### src/rtl/game_sequencer.sv
// Frame-level controller for the Flappy datapath: game FSM, per-frame physics/scroll
// strobes, four-cycle pipe collision/pass scan and saturating BCD score.
module game_sequencer #(
  parameter int unsigned BIRD_X   = 200,
  parameter int unsigned BIRD_W   = 16,
  parameter int unsigned BIRD_H   = 16,
  parameter int unsigned PIPE_W   = 40,
  parameter int unsigned GAP_H    = 100,
  parameter int unsigned SCREEN_H = 480
) (
  input  logic       Clk,
  input  logic       reset,
  input  logic       Frame_Tick,
  input  logic       Start,
  input  logic       Ack,
  input  logic       Jump,
  input  logic [9:0] Bird_Y,
  input  logic [9:0] Pipe_X,
  input  logic [9:0] Pipe_Gap_Y,
  output logic [1:0] Pipe_Index,
  output logic       Game_Clear,
  output logic       Phys_Step,
  output logic       Jump_Req,
  output logic       Scroll_Step,
  output logic       Q_Initial,
  output logic       Q_Run,
  output logic       Q_Lose,
  output logic [7:0] Score,
  output logic       Frame_Overrun
);

  localparam int unsigned SW = 11;

  typedef enum logic [2:0] {
    S_INITIAL,
    S_WAIT_FRAME,
    S_PHYS,
    S_SCROLL,
    S_CHECK,
    S_DECIDE,
    S_LOSE
  } state_t;

  state_t        state;
  logic [3:0]    passed;
  logic [2:0]    pending;
  logic          hit_any;
  logic          jump_latch;

  logic [SW-1:0] pipe_l, pipe_r, bird_l, bird_r, bird_t, bird_b, gap_t, gap_b;
  logic          x_overlap, outside_gap, hit_c, pass_c, ground_c, in_frame_c;

  // Geometry in 11-bit unsigned so no sum can wrap
  assign pipe_l      = {1'b0, Pipe_X};
  assign pipe_r      = pipe_l + SW'(PIPE_W);
  assign bird_l      = SW'(BIRD_X);
  assign bird_r      = SW'(BIRD_X + BIRD_W);
  assign bird_t      = {1'b0, Bird_Y};
  assign bird_b      = bird_t + SW'(BIRD_H);
  assign gap_t       = {1'b0, Pipe_Gap_Y};
  assign gap_b       = gap_t + SW'(GAP_H);

  assign x_overlap   = (pipe_l < bird_r) && (pipe_r > bird_l);
  assign outside_gap = (bird_t < gap_t) || (bird_b > gap_b);
  assign hit_c       = x_overlap && outside_gap;
  assign pass_c      = pipe_r < bird_l;
  assign ground_c    = bird_b >= SW'(SCREEN_H);
  assign in_frame_c  = (state == S_PHYS) || (state == S_SCROLL) ||
                       (state == S_CHECK) || (state == S_DECIDE);

  // Two-digit BCD add of 0..4, clamped at 99
  function automatic logic [7:0] bcd_add(input logic [7:0] s, input logic [2:0] p);
    logic [4:0] ones;
    logic [4:0] tens;
    ones = 5'(s[3:0]) + 5'(p);
    tens = 5'(s[7:4]);
    if (ones > 5'd9) begin
      ones = ones - 5'd10;
      tens = tens + 5'd1;
    end
    if (tens > 5'd9) return 8'h99;
    return {tens[3:0], ones[3:0]};
  endfunction

  always_ff @(posedge Clk) begin
    if (reset) begin
      state         <= S_INITIAL;
      {Q_Initial, Q_Run, Q_Lose} <= 3'b100;
      Pipe_Index    <= 2'd0;
      Game_Clear    <= 1'b0;
      Phys_Step     <= 1'b0;
      Jump_Req      <= 1'b0;
      Scroll_Step   <= 1'b0;
      Score         <= 8'h00;
      Frame_Overrun <= 1'b0;
      passed        <= 4'b0;
      pending       <= 3'd0;
      hit_any       <= 1'b0;
      jump_latch    <= 1'b0;
    end else begin
      Game_Clear  <= 1'b0;
      Phys_Step   <= 1'b0;
      Jump_Req    <= 1'b0;
      Scroll_Step <= 1'b0;

      // A tick that lands while a frame is still being sequenced is dropped
      if (Frame_Tick && in_frame_c) Frame_Overrun <= 1'b1;

      case (state)
        S_INITIAL: begin
          if (Start) begin
            state         <= S_WAIT_FRAME;
            {Q_Initial, Q_Run, Q_Lose} <= 3'b010;
            Game_Clear    <= 1'b1;
            Score         <= 8'h00;
            passed        <= 4'b0;
            pending       <= 3'd0;
            jump_latch    <= 1'b0;
            Frame_Overrun <= 1'b0;
          end
        end

        S_WAIT_FRAME: begin
          if (Jump) jump_latch <= 1'b1;
          if (Frame_Tick) begin
            state     <= S_PHYS;
            Phys_Step <= 1'b1;
            Jump_Req  <= jump_latch | Jump;
          end
        end

        S_PHYS: begin
          // Latch is consumed here; a jump arriving now waits for next frame
          jump_latch  <= Jump;
          state       <= S_SCROLL;
          Scroll_Step <= 1'b1;
        end

        S_SCROLL: begin
          if (Jump) jump_latch <= 1'b1;
          state      <= S_CHECK;
          Pipe_Index <= 2'd0;
          pending    <= 3'd0;
          hit_any    <= 1'b0;
        end

        S_CHECK: begin
          if (Jump) jump_latch <= 1'b1;
          if (hit_c) hit_any <= 1'b1;
          if (pass_c) begin
            if (!passed[Pipe_Index]) begin
              passed[Pipe_Index] <= 1'b1;
              pending            <= 3'(pending + 3'd1);
            end
          end else begin
            passed[Pipe_Index] <= 1'b0;
          end
          if (Pipe_Index == 2'd3) begin
            state      <= S_DECIDE;
            Pipe_Index <= 2'd0;
          end else begin
            Pipe_Index <= 2'(Pipe_Index + 2'd1);
          end
        end

        S_DECIDE: begin
          if (Jump) jump_latch <= 1'b1;
          if (hit_any || ground_c) begin
            state <= S_LOSE;
            {Q_Initial, Q_Run, Q_Lose} <= 3'b001;
          end else begin
            state <= S_WAIT_FRAME;
            Score <= bcd_add(Score, pending);
          end
        end

        S_LOSE: begin
          if (Ack) begin
            state <= S_INITIAL;
            {Q_Initial, Q_Run, Q_Lose} <= 3'b100;
          end
        end

        default: begin
          state <= S_INITIAL;
          {Q_Initial, Q_Run, Q_Lose} <= 3'b100;
        end
      endcase
    end
  end

endmodule

### config.mk
export PLATFORM = sky130hd
export DESIGN_NAME = game_sequencer
export DESIGN_NICKNAME = d
export VERILOG_FILES = /design/src/rtl/game_sequencer.sv
export SDC_FILE = /design/constraint.sdc
export NUM_CORES = 1
export LEC_CHECK = 0
export CAP_MARGIN = 20
export CORE_MARGIN = 2
export CORE_UTILIZATION = 40
export DETAILED_ROUTE_END_ITERATION = 7
export PLACE_DENSITY = 0.66
export SETUP_SLACK_MARGIN = 0.4
export SLEW_MARGIN = 20
export SYNTH_ARGS = -nofsm -noshare
export SYNTH_HDL_FRONTEND = slang
export SYNTH_SLANG_ARGS = --single-unit
### constraint.sdc
create_clock -name Clk -period 3.65 [get_ports Clk]
set_clock_uncertainty 0.15 [all_clocks]
set_input_delay 0.5475 -clock Clk [delete_from_list [all_inputs] [get_ports Clk]]
set_output_delay 0.5475 -clock Clk [all_outputs]
set_load 0.05 [all_outputs]
==> summary.txt, run 1 <==
Run status
  • Outcome: completed

Placed design
  • Routability cong.: 0.853
  • DPL Wire Length: 5300 um
  • Post-DP Area: 0.00336 mm2
  • Port buffer count: 53

Yosys
  • Simple-Gate Fraction of Synth Area: 24.1%
  • Cell count after synthesis: 356
  • Post-synth top area share: 21.6%
  • Dominant cell type by area after synthesis: dfxtp_1
  • XOR/XNOR Fraction of Synth Area: 4.10%
  • Post-synthesis register bit count: 30
  • Mapped Avg Cell Area: 7.81 um2
  • Synth Flop Type: dfxtp_1
  • Synth cell types: 68
  • Synth area leaders: dfxtp_1 22%, ha_1 15%, nand2_1 4.7%
  • Net count of the mapped netlist: 427
  • Mux contribution to synthesized area: 2.34%
  • Cell area after synthesis: 0.00278 mm2
  • Post-synth ARST share: 0%
  • Register area share after synthesis: 21.6%
  • Synth warnings: 0
  • Largest family of logic cells by synthesized area: compound AO/OA/AOI/OAI gates
  • Adder-Cell Fraction of Synth Area: 16.0%
  • Post-synthesis compound-gate area fraction: 25.6%
  • Number of synthesized flops with an enable pin: 0

Clocking
  • CTS tree: built
  • Hold Buf Count CTS: 0
  • CTS clk-pin slew, worst paths: 60 ps
  • Clock buffer count from CTS: 5
  • H-tree depth: 2
  • Bufs on Longest Clock Path: 2
  • Clock latency on the worst-skew pair: 280 ps
  • Clock Sinks: 30
  • Root Driver: clkbuf_8
  • Setup Fix Bufs, Post-CTS: 0

STA
  • Crit share post-route: 82.3%
  • Final setup violating endpoints: 0
  • Max Clock Freq: 0.333 GHz
  • Tmin final: 3010 ps
  • Slew @ Worst Pin: 912 ps
  • Total negative slack: 0 ps
  • Count of final hold-check violations: 0
  • RSZ-0062 raised after global routing: no
  • Max-slew violations: 0
  • Max_slew headroom: 37.6%

Global route
  • First-pass GRT wire length: 11700 um
  • Overflow after GRT: 0
  • Pin count of the biggest net entering global routing: 28
  • Antenna violations before repair: 0
  • Vias in the first global route: 2582
  • GRT Overall Usage: 18.6%

Detailed routing
  • Vias per Instance: 5.69
  • Routed via count: 2746
  • Routed Antenna Nets: 0
  • Total Wirelength: 6650 um
  • DRC viols: 0
  • WL/cell: 13.8 um
  • Initial DRT Pass Iterations: 4
  • First-iteration detailed-routing DRC count: 130

Setup path
  • Critical Path AT: 3080 ps
  • Setup Crit Path Kind: flop to flop
  • Crit. End Element: flop
  • CP Max Fanout: 13
  • Critical Path RT: 3720 ps
  • Crit start category: flop

Final layout
  • Nets@finish: 474
  • Most common cell after layout, fill and taps aside: clkdlybuf4s50_1
  • Post-route cell area: 0.00345 mm2
  • Number of diodes: 0
  • Syn-to-layout area delta: 24.0%
  • Most frequent cells in the layout: 53 x clkdlybuf4s50_1, 35 x nand2_1, 34 x ha_1
  • Layout cells sized above 1: 5.21%

Floorplanning
  • Placement Rows: 30
  • Chip Height: 87.4 um
  • Die area: 0.00763 mm2
  • Core area: 0.00676 mm2
  • Io pins: 54
  • Initial Utilization: 41.1%
  • Chip Width: 87.4 um

Min path
  • Hold crit path type: flop to flop

Pwr
  • Maximum vdd ir drop: 0.256 mV
  • PD cells: 342 mW/mm2
  • Leakage: 1.38 nW

Job
  • Max-cap violations: 0
[state kept, by name (all words and copies together), names as in the netlist]
name,cells
Frame_Overrun,1
Game_Clear,1
Jump_Req,1
Phys_Step,1
Pipe_Index,2
Q_Initial,1
Q_Lose,1
Q_Run,1
Score,8
Scroll_Step,1
hit_any,1
jump_latch,1
passed,4
pending,3
state,3
[worst max-delay path, stage by stage (launching register included)]
cell and delay [ps]:
dfxtp_1 380, ha_1 230, inv_1 70, fa_2 530, a21bo_1 240, a211oi_4 310, nand4_1 230, or3_1 440
a31oi_1 230, a221o_1 150
[cell families after synthesis]
family	count (synthesis)
AOI/OAI and AO/OA	105
xor gates and xnor gates	13
adders and majority gates	35
buffers and inverters	43
DFF	30
muxes	5
and+or+nand+nor	125
[stage by stage]
step                      setup slack [ps]  power, mW  std cells  hold slack [ps]  utilization (%)
after global routing                   427       1.28        483              336             51.0
after detailed placement               391      0.936        476              313             49.7
after global placement                 486      0.931        476              297             49.7
after floorplan                        433      0.771        356              296                -
after CTS                              525       1.19        483              322             50.8
final                                  645       1.18        483              322             51.0
[synth_stat cells (3+ instances only)]
library cell	instances
a211o_1	3
a211oi_1	5
a21o_1	6
a21oi_1	26
a31oi_1	5
and3_1	3
buf_2	5
clkbuf_1	7
dfxtp_1	30
ha_1	34
inv_1	28
nand2_1	35
nand3_1	12
nand3b_1	3
nand4_1	5
nor2_1	21
nor2b_1	8
nor3_1	9
nor3b_1	4
nor4_1	4
o21ai_0	18
o21ai_1	3
o22ai_1	5
or2_2	3
or3_1	3
xnor2_1	10
xor2_1	3
[layout make-up]
cell class	instances	area, um2
well taps	80	100
repair buffers	55	546
flip-flops and latches	30	601
inverters	28	105
clock buffers	7	76.3
multi-input cells	283	2020
fillers	678	3310
[report_power, final]
group          leakage, nW  switching, mW  total, mW  internal, mW
clock               0.0383          0.117      0.248         0.131
sequential           0.243         0.0730      0.438         0.365
combinational         1.10          0.284      0.493         0.209
[path summary, 6_finish.rpt]
| path | startpoint | slack (ps) | end | cells after the start |
|---|---|---|---|---|
| setup / recovery | pending[0] | 640 | Score[0] | 9 |
| hold / removal | passed[2] | 320 | passed[2] | 2 |
| setup reg to reg | pending[0] | 640 | Score[0] | 9 |
| hold reg to reg | passed[2] | 320 | passed[2] | 2 |
[repair_timing]
| action | 4_1_cts | 5_1_grt |
|---|---|---|
| endpoints found under the setup margin | 0 | 6 |
| endpoints found under the hold margin | 0 | 0 |
| resized for setup | 0 | 4 |
[per-layer routing]
layer,GRT usage (%),routed length [um],up-vias
met4,4.06,82,0
li1,-,-,1407
met3,3.51,308,9
met2,30.8,3110,69
met5,0,0,-
met1,25.1,3150,1261
Power figures use the tool's default switching activity.
==> run 2, diff against run 1 <==
- PLACE_DENSITY: 0.66 -> 0.69
- clock period: 3.65 -> 2.6 ns (I/O delays scaled with it)
==> run 2 against run 1 <==
The flow now finishes with violations (negative setup slack). First-iteration DRC count did not move. Via count is 11% higher. Core utilization grew 12 points. Critical path type unchanged.
==> summary.txt, run 2 (synthesized netlist as in run 1, its figures left out) <==
Final layout
  • Fillers: 577 (-15%)
  • Number of flip-flops in the largest register: 8 (unchanged)
  • Nets@finish: 542 (+14%)
  • Final non-filler cell total: 552 (+14%)
  • Post-route cell area: 0.00426 mm2 (+24%)
  • Most frequent cells in the layout: 66 x buf_4, 33 x clkdlybuf4s50_1, 31 x ha_1
  • Syn-to-layout area delta: 53.3%
  • Number of diodes: 0 (unchanged)
  • Most common cell after layout, fill and taps aside: buf_4
  • Biggest registers after layout: Score (8), passed (4)
  • Layout cells sized above 1: 31.4% (+26 points)
  • Most flops, register: Score
  • Fin util: 63.1% (+12 points)

Floorplanning
  • Initial Utilization: 41.1% (unchanged)
  • Placement Rows: 30 (unchanged)
  • Core area: 0.00676 mm2 (unchanged)
  • Die area: 0.00763 mm2 (unchanged)
  • Io pins: 54 (unchanged)
  • Chip Height: 87.4 um (unchanged)
  • Chip Width: 87.4 um (unchanged)

Setup path
  • R2R depth: 10 (+1)
  • CP Max Fanout: 4 (-9)
  • Critical Path RT: 2680 ps (-1040 ps)
  • Setup Crit Path Kind: flop to flop
  • Worst reg-to-reg setup slack: -30 ps (-680 ps)
  • Crit start category: flop
  • Critical Path AT: 2720 ps (-360 ps)
  • Crit-path max cell delay: 450 ps (-80 ps)
  • Crit. End Element: flop
  • Worst r2r src: Score[0]
  • Slowest CP cell: fa_2
  • Worst reg2reg endpoint: Score[6]
  • CP startpoint: Score[0]
  • Capture point of the worst path: Score[6]
  • Crit-path most repeated cell: mux2_4
  • Critical-path cell list: ha_4 > inv_2 > fa_2 > a21bo_1 > a211oi_4 > nand4_1 > buf_4 > mux2_4 > o21bai_1 > mux2_4

Job
  • Max-cap violations: 0 (unchanged)

STA
  • Crit share post-route: 101% (+19 points)
  • Max Clock Freq: 0.380 GHz (+14%)
  • Tmin final: 2630 ps (-374 ps)
  • Max-slew violations: 0 (unchanged)
  • Slew @ Worst Pin: 546 ps (-367 ps)
  • Count of final hold-check violations: 0 (unchanged)
  • RSZ-0062 raised after global routing: yes
  • Max_slew headroom: 63.5% (+26 points)
  • Setup ws final: -31.5 ps (-676 ps)
  • Final setup violating endpoints: 6 (+6)

Min path
  • Hold crit path type: flop to flop

Pwr
  • Maximum vdd ir drop: 0.398 mV (+55%)
  • PD cells: 439 mW/mm2 (+29%)
  • Leakage: 1.87 nW (+35%)

Global route
  • Overflow after GRT: 0 (unchanged)
  • Antenna violations before repair: 0 (unchanged)
  • Vias in the first global route: 2854 (+11%)
  • First-pass GRT wire length: 13100 um (+13%)
  • GRT Overall Usage: 21.3% (+2.7 points)
  • Pin count of the biggest net entering global routing: 23 (-18%)

Detailed routing
  • DRC viols: 0 (unchanged)
  • WL/cell: 14.3 um (+3.9%)
  • First-iteration detailed-routing DRC count: 130 (unchanged)
  • Total Wirelength: 7900 um (+19%)
  • Vias per Instance: 5.52 (-2.8%)
  • Routed Antenna Nets: 0 (unchanged)
  • Initial DRT Pass Iterations: 5 (+1)
  • Routed via count: 3049 (+11%)

Clocking
  • CTS tree: built
  • H-tree depth: 2 (unchanged)
  • Clock Sinks: 30 (unchanged)
  • Root Driver: clkbuf_8
  • Bufs on Longest Clock Path: 2 (unchanged)
  • Clock latency on the worst-skew pair: 280 ps (about the same)
  • Clock buffer count from CTS: 5 (unchanged)
  • CTS clk-pin slew, worst paths: 60 ps (about the same)

Placed design
  • Port buffer count: 53 (unchanged)
  • Cells after DPL: 530 (+11%)
  • DPL Wire Length: 5900 um (+11%)
  • Post-DP Area: 0.00388 mm2 (+16%)
  • Routability cong.: 0.888 (+4.1%)

Run status
  • Outcome: finished, violations left
  • Failing checks: negative setup slack
run 2: cell types whose count changed in the layout (fill, tap and decap cells not counted), moves of 5 or more:
cell	before	now
dfxtp_1	30	24
buf_4	2	66
inv_2	0	5
nand2_2	0	5
buf_6	0	5
nand2_1	35	30
dlygate4sd2_1	0	6
dlymetal6s2s_1	0	5
a21oi_1	26	20
clkdlybuf4s50_1	53	33
inv_1	28	23
run 2: worst max-delay path, delay by kind of cell, from the launching register on:
kind,cells,cell delay (ps)
muxes,2,480
DFF,1,350
AOI/OAI and AO/OA,3,600
adders and majority gates,2,610
buffers and inverters,2,240
and+or+nand+nor,1,160
run 2: how the worst min path moves through the flow:
stage                          from         to  slack, ps  depth (start not counted)
after CTS                 passed[2]  passed[2]        330                          2
after detailed placement  Q_Initial  Q_Initial        300                          1
after floorplan           passed[2]  passed[2]        300                          2
after global routing      Q_Initial  Q_Initial        340                          1
final                     Q_Initial  Q_Initial        330                          1
after global placement    passed[2]  passed[2]        310                          2
run 2: report_power, final:
| group | switching (mW) | internal (mW) | total [mW] | leakage, nW |
|---|---|---|---|---|
| Sequential | 0.0622 | 0.512 | 0.574 | 0.247 |
| Clock | 0.175 | 0.213 | 0.388 | 0.0482 |
| Combinational | 0.504 | 0.407 | 0.911 | 1.58 |
run 2: what timing repair did:
| action | CTS | global route |
|---|---|---|
| setup endpoints to repair | 16 | 23 |
| resized for setup | 69 | 29 |
| pin swaps | 33 | 28 |
| hold buffers | 0 | 0 |
| buffers inserted | 8 | 6 |
run 2: routing by layer:
| layer | track usage (%) | share of wire, % | vias to the layer above |
|---|---|---|---|
| met5 | 0 | 0 | - |
| met4 | 7.13 | 2.3 | 0 |
| met3 | 3.51 | 4.6 | 21 |
| met2 | 33.5 | 46 | 80 |
| met1 | 29.5 | 47 | 1405 |
| li1 | - | - | 1543 |
run 2: cell type report:
| cell class | count | area (um2) | share of cell area (%) |
|---|---|---|---|
| Clock buffer | 7 | 86.3 | 2.03 |
| Sequential cell | 30 | 616 | 14.4 |
| Clock inverter | 1 | 5.00 | 0.117 |
| Multi-Input combinational cell | 283 | 2290 | 53.7 |
| Timing Repair Buffer | 123 | 1060 | 24.9 |
| Tap cell | 80 | 100 | 2.35 |
| Inverter | 28 | 105 | 2.47 |
run 2: metrics by stage:
| stage | setup WS [ps] | setup TNS, ps | power, mW | hold WS, ps |
|---|---|---|---|---|
| floorplan | -124 | -711 | 1.09 | 296 |
| global placement | -215 | -1770 | 1.40 | 312 |
| detailed placement | -299 | -2300 | 1.42 | 301 |
| CTS | -15.5 | -24.4 | 1.84 | 325 |
| global route | -163 | -889 | 1.99 | 343 |
| finish | -31.5 | -130 | 1.87 | 327 |
==> run 3, diff against run 2 <==
- HOLD_SLACK_MARGIN: unset -> 0.08
==> results of run 3 <==
Final layout, timing and power as in run 2 (identical DEF).
